## src/rtl/riscv_pkg.sv

```systemverilog
// Shared RISC-V opcode constants plus the immediate-format enum and decoded-entry struct.
// The struct is sized for the widest legal XLEN; narrower stages use only its low bits.
package riscv_pkg;

    localparam int unsigned MAX_XLEN = 64;

    localparam logic [6:0] OPCODE_LOAD   = 7'b0000011;
    localparam logic [6:0] OPCODE_FENCE  = 7'b0001111;
    localparam logic [6:0] OPCODE_OP_IMM = 7'b0010011;
    localparam logic [6:0] OPCODE_AUIPC  = 7'b0010111;
    localparam logic [6:0] OPCODE_STORE  = 7'b0100011;
    localparam logic [6:0] OPCODE_OP     = 7'b0110011;
    localparam logic [6:0] OPCODE_LUI    = 7'b0110111;
    localparam logic [6:0] OPCODE_BRANCH = 7'b1100011;
    localparam logic [6:0] OPCODE_JALR   = 7'b1100111;
    localparam logic [6:0] OPCODE_JAL    = 7'b1101111;
    localparam logic [6:0] OPCODE_SYSTEM = 7'b1110011;

    typedef enum logic [2:0] {
        FmtNone,
        FmtI,
        FmtS,
        FmtB,
        FmtU,
        FmtJ,
        FmtZ,
        FmtSh
    } imm_fmt_e;

    typedef struct packed {
        logic [MAX_XLEN-1:0] imm;
        logic [MAX_XLEN-1:0] target;
        imm_fmt_e            fmt;
        logic                illegal;
    } imm_entry_t;

endpackage

```

## src/rtl/imm_decode_stage_if.sv

```systemverilog
// Fetch-side and execute-side handshake bundle of the immediate decode stage.
// The slave modport is the stage's view; the master modport is the surrounding pipeline.
interface imm_decode_stage_if import riscv_pkg::*; #(
    parameter int unsigned XLEN = 32
);

    logic            in_valid;
    logic            in_ready;
    logic [31:0]     in_instr;
    logic [XLEN-1:0] in_pc;
    logic            out_valid;
    logic            out_ready;
    logic [XLEN-1:0] out_imm;
    logic [XLEN-1:0] out_target;
    imm_fmt_e        out_fmt;
    logic            out_illegal;

    modport slave (
        input  in_valid, in_instr, in_pc, out_ready,
        output in_ready, out_valid, out_imm, out_target, out_fmt, out_illegal
    );

    modport master (
        output in_valid, in_instr, in_pc, out_ready,
        input  in_ready, out_valid, out_imm, out_target, out_fmt, out_illegal
    );

endinterface

```

## src/rtl/imm_decode_comb.sv

```systemverilog
// Purely combinational immediate decode: (instr, pc) -> immediate, PC-relative target,
// format and illegal flag. Results are zero-padded to MAX_XLEN in the entry struct.
module imm_decode_comb import riscv_pkg::*; #(
    parameter int unsigned XLEN = 32
) (
    input  logic [31:0]     instr_i,
    input  logic [XLEN-1:0] pc_i,
    output imm_entry_t      entry_o
);

    logic [6:0]      opcode;
    logic [2:0]      funct3;
    logic [XLEN-1:0] imm;
    logic [XLEN-1:0] target;
    imm_fmt_e        fmt;
    logic            illegal;
    logic            pc_rel;

    assign opcode = instr_i[6:0];
    assign funct3 = instr_i[14:12];

    always_comb begin
        imm     = '0;
        fmt     = FmtNone;
        illegal = 1'b0;
        pc_rel  = 1'b0;
        unique case (opcode)
            OPCODE_OP_IMM: begin
                if (funct3 == 3'b001 || funct3 == 3'b101) begin
                    fmt = FmtSh;
                    imm = (XLEN == 64) ? XLEN'(instr_i[25:20]) : XLEN'(instr_i[24:20]);
                end else begin
                    fmt = FmtI;
                    imm = XLEN'($signed(instr_i[31:20]));
                end
            end
            OPCODE_LOAD, OPCODE_JALR: begin
                // JALR target needs rs1, so it stays zero and execute computes it.
                fmt = FmtI;
                imm = XLEN'($signed(instr_i[31:20]));
            end
            OPCODE_STORE: begin
                fmt = FmtS;
                imm = XLEN'($signed({instr_i[31:25], instr_i[11:7]}));
            end
            OPCODE_BRANCH: begin
                fmt    = FmtB;
                pc_rel = 1'b1;
                imm    = XLEN'($signed({instr_i[31], instr_i[7], instr_i[30:25],
                                        instr_i[11:8], 1'b0}));
            end
            OPCODE_LUI: begin
                fmt = FmtU;
                imm = XLEN'($signed({instr_i[31:12], 12'b0}));
            end
            OPCODE_AUIPC: begin
                fmt    = FmtU;
                pc_rel = 1'b1;
                imm    = XLEN'($signed({instr_i[31:12], 12'b0}));
            end
            OPCODE_JAL: begin
                fmt    = FmtJ;
                pc_rel = 1'b1;
                imm    = XLEN'($signed({instr_i[31], instr_i[19:12], instr_i[20],
                                        instr_i[30:21], 1'b0}));
            end
            OPCODE_SYSTEM: begin
                if (funct3[2]) begin
                    fmt = FmtZ;
                    imm = XLEN'(instr_i[19:15]);
                end
            end
            OPCODE_FENCE, OPCODE_OP: begin
                fmt = FmtNone;
            end
            default: illegal = 1'b1;
        endcase
    end

    // Target wraps modulo 2^XLEN before it is widened.
    assign target = pc_rel ? (pc_i + imm) : '0;

    assign entry_o.imm     = MAX_XLEN'(imm);
    assign entry_o.target  = MAX_XLEN'(target);
    assign entry_o.fmt     = fmt;
    assign entry_o.illegal = illegal;

endmodule

```

## src/rtl/imm_decode_stage.sv

```systemverilog
// Pipelined immediate decode stage: one-cycle latency, main output register plus a skid
// entry so in_ready can be a registered signal while sustaining full throughput.
module imm_decode_stage import riscv_pkg::*; #(
    parameter int unsigned XLEN = 32
) (
    input  logic               clk,
    input  logic               rst_n,
    input  logic               flush,
    imm_decode_stage_if.slave  bus
);

    if (!(XLEN == 32 || XLEN == 64)) begin : gen_xlen_check
        $error("imm_decode_stage: XLEN must be 32 or 64");
    end

    typedef struct packed {
        logic [XLEN-1:0] imm;
        logic [XLEN-1:0] target;
        imm_fmt_e        fmt;
        logic            illegal;
    } entry_t;

    typedef enum logic [1:0] {
        StEmpty,
        StOne,
        StTwo
    } state_e;

    localparam entry_t ResetEntry = '{imm: '0, target: '0, fmt: FmtNone, illegal: 1'b0};

    imm_entry_t dec_full;
    entry_t     dec;
    state_e     state_q, state_d;
    entry_t     main_q, main_d;
    entry_t     skid_q, skid_d;
    logic       accept;
    logic       drain;

    imm_decode_comb #(
        .XLEN (XLEN)
    ) u_decode (
        .instr_i (bus.in_instr),
        .pc_i    (bus.in_pc),
        .entry_o (dec_full)
    );

    assign dec.imm     = dec_full.imm[XLEN-1:0];
    assign dec.target  = dec_full.target[XLEN-1:0];
    assign dec.fmt     = dec_full.fmt;
    assign dec.illegal = dec_full.illegal;

    if (XLEN < MAX_XLEN) begin : gen_unused_hi
        logic unused_hi;
        assign unused_hi = ^{dec_full.imm[MAX_XLEN-1:XLEN], dec_full.target[MAX_XLEN-1:XLEN]};
    end

    assign bus.in_ready  = (state_q != StTwo);
    assign bus.out_valid = (state_q != StEmpty);
    assign accept        = bus.in_valid && bus.in_ready;
    assign drain         = bus.out_valid && bus.out_ready;

    always_comb begin
        state_d = state_q;
        main_d  = main_q;
        skid_d  = skid_q;
        if (flush) begin
            state_d = StEmpty;
        end else begin
            unique case (state_q)
                StEmpty: begin
                    if (accept) begin
                        main_d  = dec;
                        state_d = StOne;
                    end
                end
                StOne: begin
                    if (accept && drain) begin
                        main_d = dec;
                    end else if (drain) begin
                        state_d = StEmpty;
                    end else if (accept) begin
                        skid_d  = dec;
                        state_d = StTwo;
                    end
                end
                StTwo: begin
                    if (drain) begin
                        main_d  = skid_q;
                        state_d = StOne;
                    end
                end
                default: state_d = StEmpty;
            endcase
        end
    end

    always_ff @(posedge clk or negedge rst_n) begin
        if (!rst_n) begin
            state_q <= StEmpty;
            main_q  <= ResetEntry;
            skid_q  <= ResetEntry;
        end else begin
            state_q <= state_d;
            main_q  <= main_d;
            skid_q  <= skid_d;
        end
    end

    assign bus.out_imm     = main_q.imm;
    assign bus.out_target  = main_q.target;
    assign bus.out_fmt     = main_q.fmt;
    assign bus.out_illegal = main_q.illegal;

endmodule

```

## src/flat_wrapper.sv

```systemverilog
// flat-port wrapper written by rule: the top's interface ports become plain ports
module imm_decode_stage_flat import riscv_pkg::*;
#(
    parameter int unsigned XLEN = 32
)
  (clk, rst_n, flush, bus_in_valid, bus_in_instr, bus_in_pc, bus_out_ready, bus_in_ready, bus_out_valid, bus_out_imm, bus_out_target, bus_out_fmt, bus_out_illegal);
  imm_decode_stage_if #(.XLEN(XLEN)) bus_i ();
  input  logic clk;
  input  logic rst_n;
  input  logic flush;
  input wire logic [$bits(bus_i.in_valid)-1:0] bus_in_valid;
  input wire logic [$bits(bus_i.in_instr)-1:0] bus_in_instr;
  input wire logic [$bits(bus_i.in_pc)-1:0] bus_in_pc;
  input wire logic [$bits(bus_i.out_ready)-1:0] bus_out_ready;
  output wire logic [$bits(bus_i.in_ready)-1:0] bus_in_ready;
  output wire logic [$bits(bus_i.out_valid)-1:0] bus_out_valid;
  output wire logic [$bits(bus_i.out_imm)-1:0] bus_out_imm;
  output wire logic [$bits(bus_i.out_target)-1:0] bus_out_target;
  output wire logic [$bits(bus_i.out_fmt)-1:0] bus_out_fmt;
  output wire logic [$bits(bus_i.out_illegal)-1:0] bus_out_illegal;
  assign bus_i.in_valid = bus_in_valid;
  assign bus_i.in_instr = bus_in_instr;
  assign bus_i.in_pc = bus_in_pc;
  assign bus_i.out_ready = bus_out_ready;
  assign bus_in_ready = bus_i.in_ready;
  assign bus_out_valid = bus_i.out_valid;
  assign bus_out_imm = bus_i.out_imm;
  assign bus_out_target = bus_i.out_target;
  assign bus_out_fmt = bus_i.out_fmt;
  assign bus_out_illegal = bus_i.out_illegal;
  imm_decode_stage #(.XLEN(XLEN)) u_core (.clk(clk), .rst_n(rst_n), .flush(flush), .bus(bus_i));
endmodule
```

## config.mk

```make
export PLATFORM = sky130hd
export DESIGN_NAME = imm_decode_stage_flat
export DESIGN_NICKNAME = d
export VERILOG_FILES = /design/src/rtl/riscv_pkg.sv /design/src/rtl/imm_decode_stage_if.sv /design/src/rtl/imm_decode_comb.sv /design/src/rtl/imm_decode_stage.sv /design/src/flat_wrapper.sv
export SDC_FILE = /design/constraint.sdc
export NUM_CORES = 1
export LEC_CHECK = 0
export ABC_CLOCK_PERIOD_IN_PS = 3500
export BUFFER_PORTS_ARGS = -buffer_cell sky130_fd_sc_hd__buf_4
export CORE_MARGIN = 2
export CORE_UTILIZATION = 62
export CTS_CLUSTER_SIZE = 25
export DETAILED_ROUTE_END_ITERATION = 10
export PLACE_DENSITY = 0.95
export RECOVER_POWER = 25
export SYNTH_ARGS = -nofsm -noshare
export SYNTH_HDL_FRONTEND = slang
export SYNTH_SLANG_ARGS = --single-unit
```

## constraint.sdc

```tcl
create_clock -name clk -period 3.5 [get_ports clk]
set_clock_uncertainty 0.15 [all_clocks]
set_input_delay 0 -clock clk [delete_from_list [all_inputs] [get_ports clk]]
set_output_delay 0 -clock clk [all_outputs]
set_load 0.01 [all_outputs]
```

==> results of run 1 <==
[metrics by stage]
stage               cell area (um^2)  hold WS [ps]  setup TNS [ps]  setup slack [ps]  cells
floorplan                       8210          -446               0              33.6    976
global placement               10200          1.84           -1810              -159   1363
detailed placement             10200         -1.36           -6050              -319   1363
CTS                            11100          11.9               0              6.27   1424
[cell usage after synthesis, types with 11 or more instances]
master,count,area [um^2]
inv_1,35,131
ha_1,31,388
o21ai_1,17,85.1
clkbuf_1,45,169
o21ai_0,111,556
nor3_1,18,90.1
nand2_1,159,597
a31oi_1,15,93.8
nor2b_1,14,87.6
nor2_1,74,278
nand3_1,18,90.1
and3_1,13,81.3
xnor2_1,20,175
dfrtp_1,138,3450
a21oi_1,119,596
mux2_2,11,124
[cell families after synthesis]
logic type | count (synthesis) | share of synthesized area
AOI/OAI and AO/OA | 332 | 0.240
and+or+nand+nor | 325 | 0.175
xor gates and xnor gates | 28 | 0.0299
DFF | 138 | 0.421
muxes | 19 | 0.0249
adders and majority gates | 32 | 0.0498
buffers and inverters | 102 | 0.0591
[per-layer routing]
| layer | GRT overflow | GRT usage |
|---|---|---|
| met1 | 1 | 0.782 |
| met2 | 60 | 0.929 |
| met3 | 0 | 0.567 |
| met4 | 42 | 0.717 |
| met5 | 0 | 0.169 |
[what timing repair did]
action / in CTS
endpoints found under the hold margin: 130
hold buffers: 29
endpoints found under the setup margin: 6
gates cloned: 0
pin swaps: 3
resized for setup: 4
==> results.json, run 1 <==
{
  "status": "aborted with a tool error",
  "haltStage": "global routing (5_1_grt)",
  "firstError": "[ERROR GRT-0232] Routing congestion too high. Check the congestion heatmap in the GUI.",
  "placement.io_buffers": 138,
  "hpwlAfterDp_um": 19600,
  "yosysWarnings": 0,
  "num_rows": 42,
  "async_flop_share": 1.00,
  "synth_flop_cell": "dfrtp_1",
  "cts.sinks": 138,
  "cts_inserted_buffers": 17,
  "num_io_pins": 139,
  "start_util": 0.626,
  "cts-root-buf": "clkbuf_16",
  "synth_seq_cells": 138,
  "place_congestion": 1.05,
  "die_x_um": 119,
  "synth_edf_count": 0,
  "cts_setup_buffers": 0,
  "worstEndpointType": "sequential cell input",
  "ys_types": 72,
  "cts-htree-levels": 4,
  "die_h_um": 119,
  "grt_util_all_layers": 0.752,
  "syn_inst": 976,
  "synth_area_mm2": 0.00820,
  "crit_endpoint": "u_core.bus.out_target[29]$_DFFE_PN0P_/D",
  "clockBufferDepth": 2,
  "grt_overflow": 103,
  "grt_max_degree": 122,
  "synth.net_count": 1077,
  "yosysSeqAreaShare": 0.421,
  "avgSynthCellArea_um2": 8.40
}
==> run 2, diff against run 1 <==
Settings changed: CORE_UTILIZATION 62 to 40, CTS_CLUSTER_SIZE 25 to default, PLACE_DENSITY 0.95 to default, PLACE_DENSITY_LB_ADDON from default to 0.15.
==> run 2 against run 1 <==
Against the previous run: the flow now finishes, with violations (max-capacitance violations, max-slew violations); area after synthesis stayed put; synthesized cell count stayed put.
==> results.json, run 2 <==
{
  "status": "finished, violations left",
  "violations": "max-capacitance violations, max-slew violations",
  "dr.first_iter.drc_count": 479,
  "drtPass1Iterations": 5,
  "p_sw_mw": 1.18,
  "crit_family": "compound AO/OA/AOI/OAI gates",
  "grt_max_degree": 93,
  "cpPeakStageDelay_ps": 530,
  "critPathBufInv": 4,
  "synth_common_cells": "nand2_1, dfrtp_1, a21oi_1, o21ai_0, nor2_1",
  "fin_nets": 1377,
  "setup_viol": 0,
  "slew_headroom": -0.389,
  "clockBufferDepth": 2,
  "pwr-share-clk": 0.438,
  "cts.sinks": 138,
  "drc": 0,
  "insertion_delay_ps": 420,
  "cellPowerDensity_mw_per_mm2": 378,
  "largest_reg_flops": 68,
  "place_congestion": 0.945,
  "grt_pass1_wl_um": 42000,
  "synth_edf_count": 0,
  "placement.io_buffers": 138,
  "routed_wl_um": 26700,
  "synth.net_count": 1077,
  "num_io_pins": 139,
  "p_leak_nw": 5.70,
  "pwr-share-comb": 0.174,
  "dpl.cell_count": 1496,
  "synth.most_common_cell": "nand2_1",
  "cp_cell_sequence": "dlygate4sd3_1 -> buf_4 -> nand2b_1 -> and3_2 -> a211oi_4 -> buf_12 -> nor2b_2 -> ha_1 -> a21oi_2 -> buf_4 -> o21ai_1 -> a311oi_2 -> nor3_2 -> o31a_1 -> a211oi_2 -> xnor2_1 -> a41o_1",
  "stdcell_area_mm2": 0.0117,
  "switching_share": 0.266,
  "yosysSeqAreaShare": 0.421,
  "via_count": 8061,
  "path_max_fanout": 8,
  "cp-end-kind": "flip-flop",
  "synth_seq_cells": 138,
  "grt_overflow": 0,
  "hold_path_class": "input port to flip-flop",
  "ir_drop_mv": 0.310,
  "coreArea_mm2": 0.0202,
  "clkTransAtPathRegs_ps": 60,
  "syn_inst": 976,
  "period_share": 0.950,
  "hold_slack_ps": 37.2,
  "fmaxAchievable_mhz": 301,
  "worst_ep_arrival_time_ps": 3490,
  "drive_gt1_frac": 0.322,
  "placed_area_mm2": 0.0106,
  "tightest_slew_ps": 2080,
  "slowest_stage": "dlygate4sd3_1",
  "async_flop_share": 1.00,
  "yosysTopAreaCellShare": 0.421,
  "ant_nets": 0,
  "cts_inserted_buffers": 17,
  "most-common-layout-cells": "buf_4, nand2_1, dfrtp_1",
  "antenna_cells": 0,
  "wl_per_cell_um": 17.2,
  "vias_per_cell": 5.18,
  "path_common_cell": "buf_4",
  "final_cells": 1557,
  "hpwlAfterDp_um": 19900,
  "synth_area_mm2": 0.00820,
  "die_h_um": 147,
  "synth_area_leaders": "dfrtp_1, nand2_1, a21oi_1",
  "antenna_found_initial": 0,
  "ys_types": 72,
  "die_x_um": 147,
  "critPathKind": "input port to flip-flop",
  "fp.dieArea_mm2": 0.0217,
  "slew_viol_final": 81,
  "layout_min_cycle_time_ps": 3330,
  "synth_flop_cell": "dfrtp_1",
  "intPower_mw": 3.25,
  "worstSetupStartpointType": "input port",
  "final_common_cell": "buf_4",
  "cts-htree-levels": 4,
  "avgSynthCellArea_um2": 8.40,
  "start_util": 0.406,
  "max_flop_register": "u_core.skid_q",
  "synth_top_area_cell": "dfrtp_1",
  "hold_violations": 0,
  "pwr-share-seq": 0.388,
  "grt_util_all_layers": 0.247,
  "rsz0062_at_grt": "false",
  "yosysWarnings": 0,
  "first_global_vias": 7768,
  "area_growth_pct": 42.7,
  "num_rows": 52,
  "cap_violations": 1,
  "cts_tree": "done",
  "crit_required_ps": 3660,
  "cts-root-buf": "clkbuf_16"
}
run 2: cell counts after synthesis:
No cell type changed its count.
run 2: metal layers:
layer	wire [um]	global-route usage	share of wire	up-vias
met5	0	0	0	-
met4	484	0.0649	0.018	0
met1	12800	0.360	0.48	3838
li1	-	-	-	4025
met2	12400	0.384	0.47	174
met3	982	0.0404	0.037	24
run 2: path summary, 6_finish.rpt:
| check | startpoint | end | slack, ps | cells after the start |
|---|---|---|---|---|
| worst max-delay path | bus_in_instr[12] | u_core.bus.out_target[29] | 170 | 17 |
| worst min-delay path | bus_in_pc[27] | u_core.bus.out_target[27] | 40 | 6 |
| worst max register to register | u_core.state_q[0] | u_core.state_q[1] | 780 | 5 |
| worst min register to register | u_core.skid_q[25] | u_core.skid_q[25] | 320 | 2 |
| max in group asynchronous | rst_n | u_core.bus.out_imm[25] | 1410 | 2 |
| min in group asynchronous | rst_n | u_core.skid_q[24] | 580 | 2 |
run 2: what timing repair did:
item | in CTS | in global routing
gates resized for setup | 0 | 41
hold buffers | 29 | 0
endpoints found under the hold margin | 118 | 0
setup endpoints to repair | 0 | 27
buffers inserted | 0 | 2
run 2: tightest hold or removal path, delay by kind of cell:
kind	cells	cell delay [ps]
buffers and inverters	2	210
AND/OR/NAND/NOR	1	80
AO/OA/AOI/OAI	1	60
adder cells (fa/ha/maj)	1	170
XOR/XNOR	1	60
run 2: cell type report:
| type | instances | area, um^2 |
|---|---|---|
| clock buffer | 19 | 443 |
| clock inverter | 11 | 170 |
| fill | 1910 | 8470 |
| inverter | 36 | 136 |
| multi-input combinational | 736 | 4460 |
| sequential | 138 | 3450 |
| tap | 270 | 338 |
| timing repair buffer | 347 | 2690 |
run 2: power groups by stage:
stage / clock network, mW / logic [mW] / registers, mW
global placement: 0 / 0.729 / 1.74
CTS: 1.96 / 0.760 / 1.72
floorplan: 0 / 0.306 / 1.76
finish: 1.94 / 0.768 / 1.72
detailed placement: 0 / 0.730 / 1.75
global route: 2.05 / 0.839 / 1.73
run 2: kinds of logic (layout without fill, tap and decap cells):
family / count (synthesis) / in the layout / synth area share
compound gates: 332 / 332 / 0.240
fa+ha+maj: 32 / 32 / 0.0498
flops: 138 / 138 / 0.421
simple gates: 325 / 325 / 0.175
buf+inv: 102 / 413 / 0.0591
mux: 19 / 19 / 0.0249
xor+xnor: 28 / 28 / 0.0299
run 2: stage by stage:
step	TNS, ps	worst slack [ps]	utilization	power [mW]
2_1_floorplan	0	33.6	-	2.07
4_1_cts	0	19.3	0.571	4.44
3_3_place_gp	-2160	-217	0.527	2.47
3_5_place_dp	-2650	-231	0.527	2.48
5_1_grt	0	7.00	0.580	4.61
6_report	0	175	0.580	4.42
No activity file was read; power rests on OpenSTA's default activity.
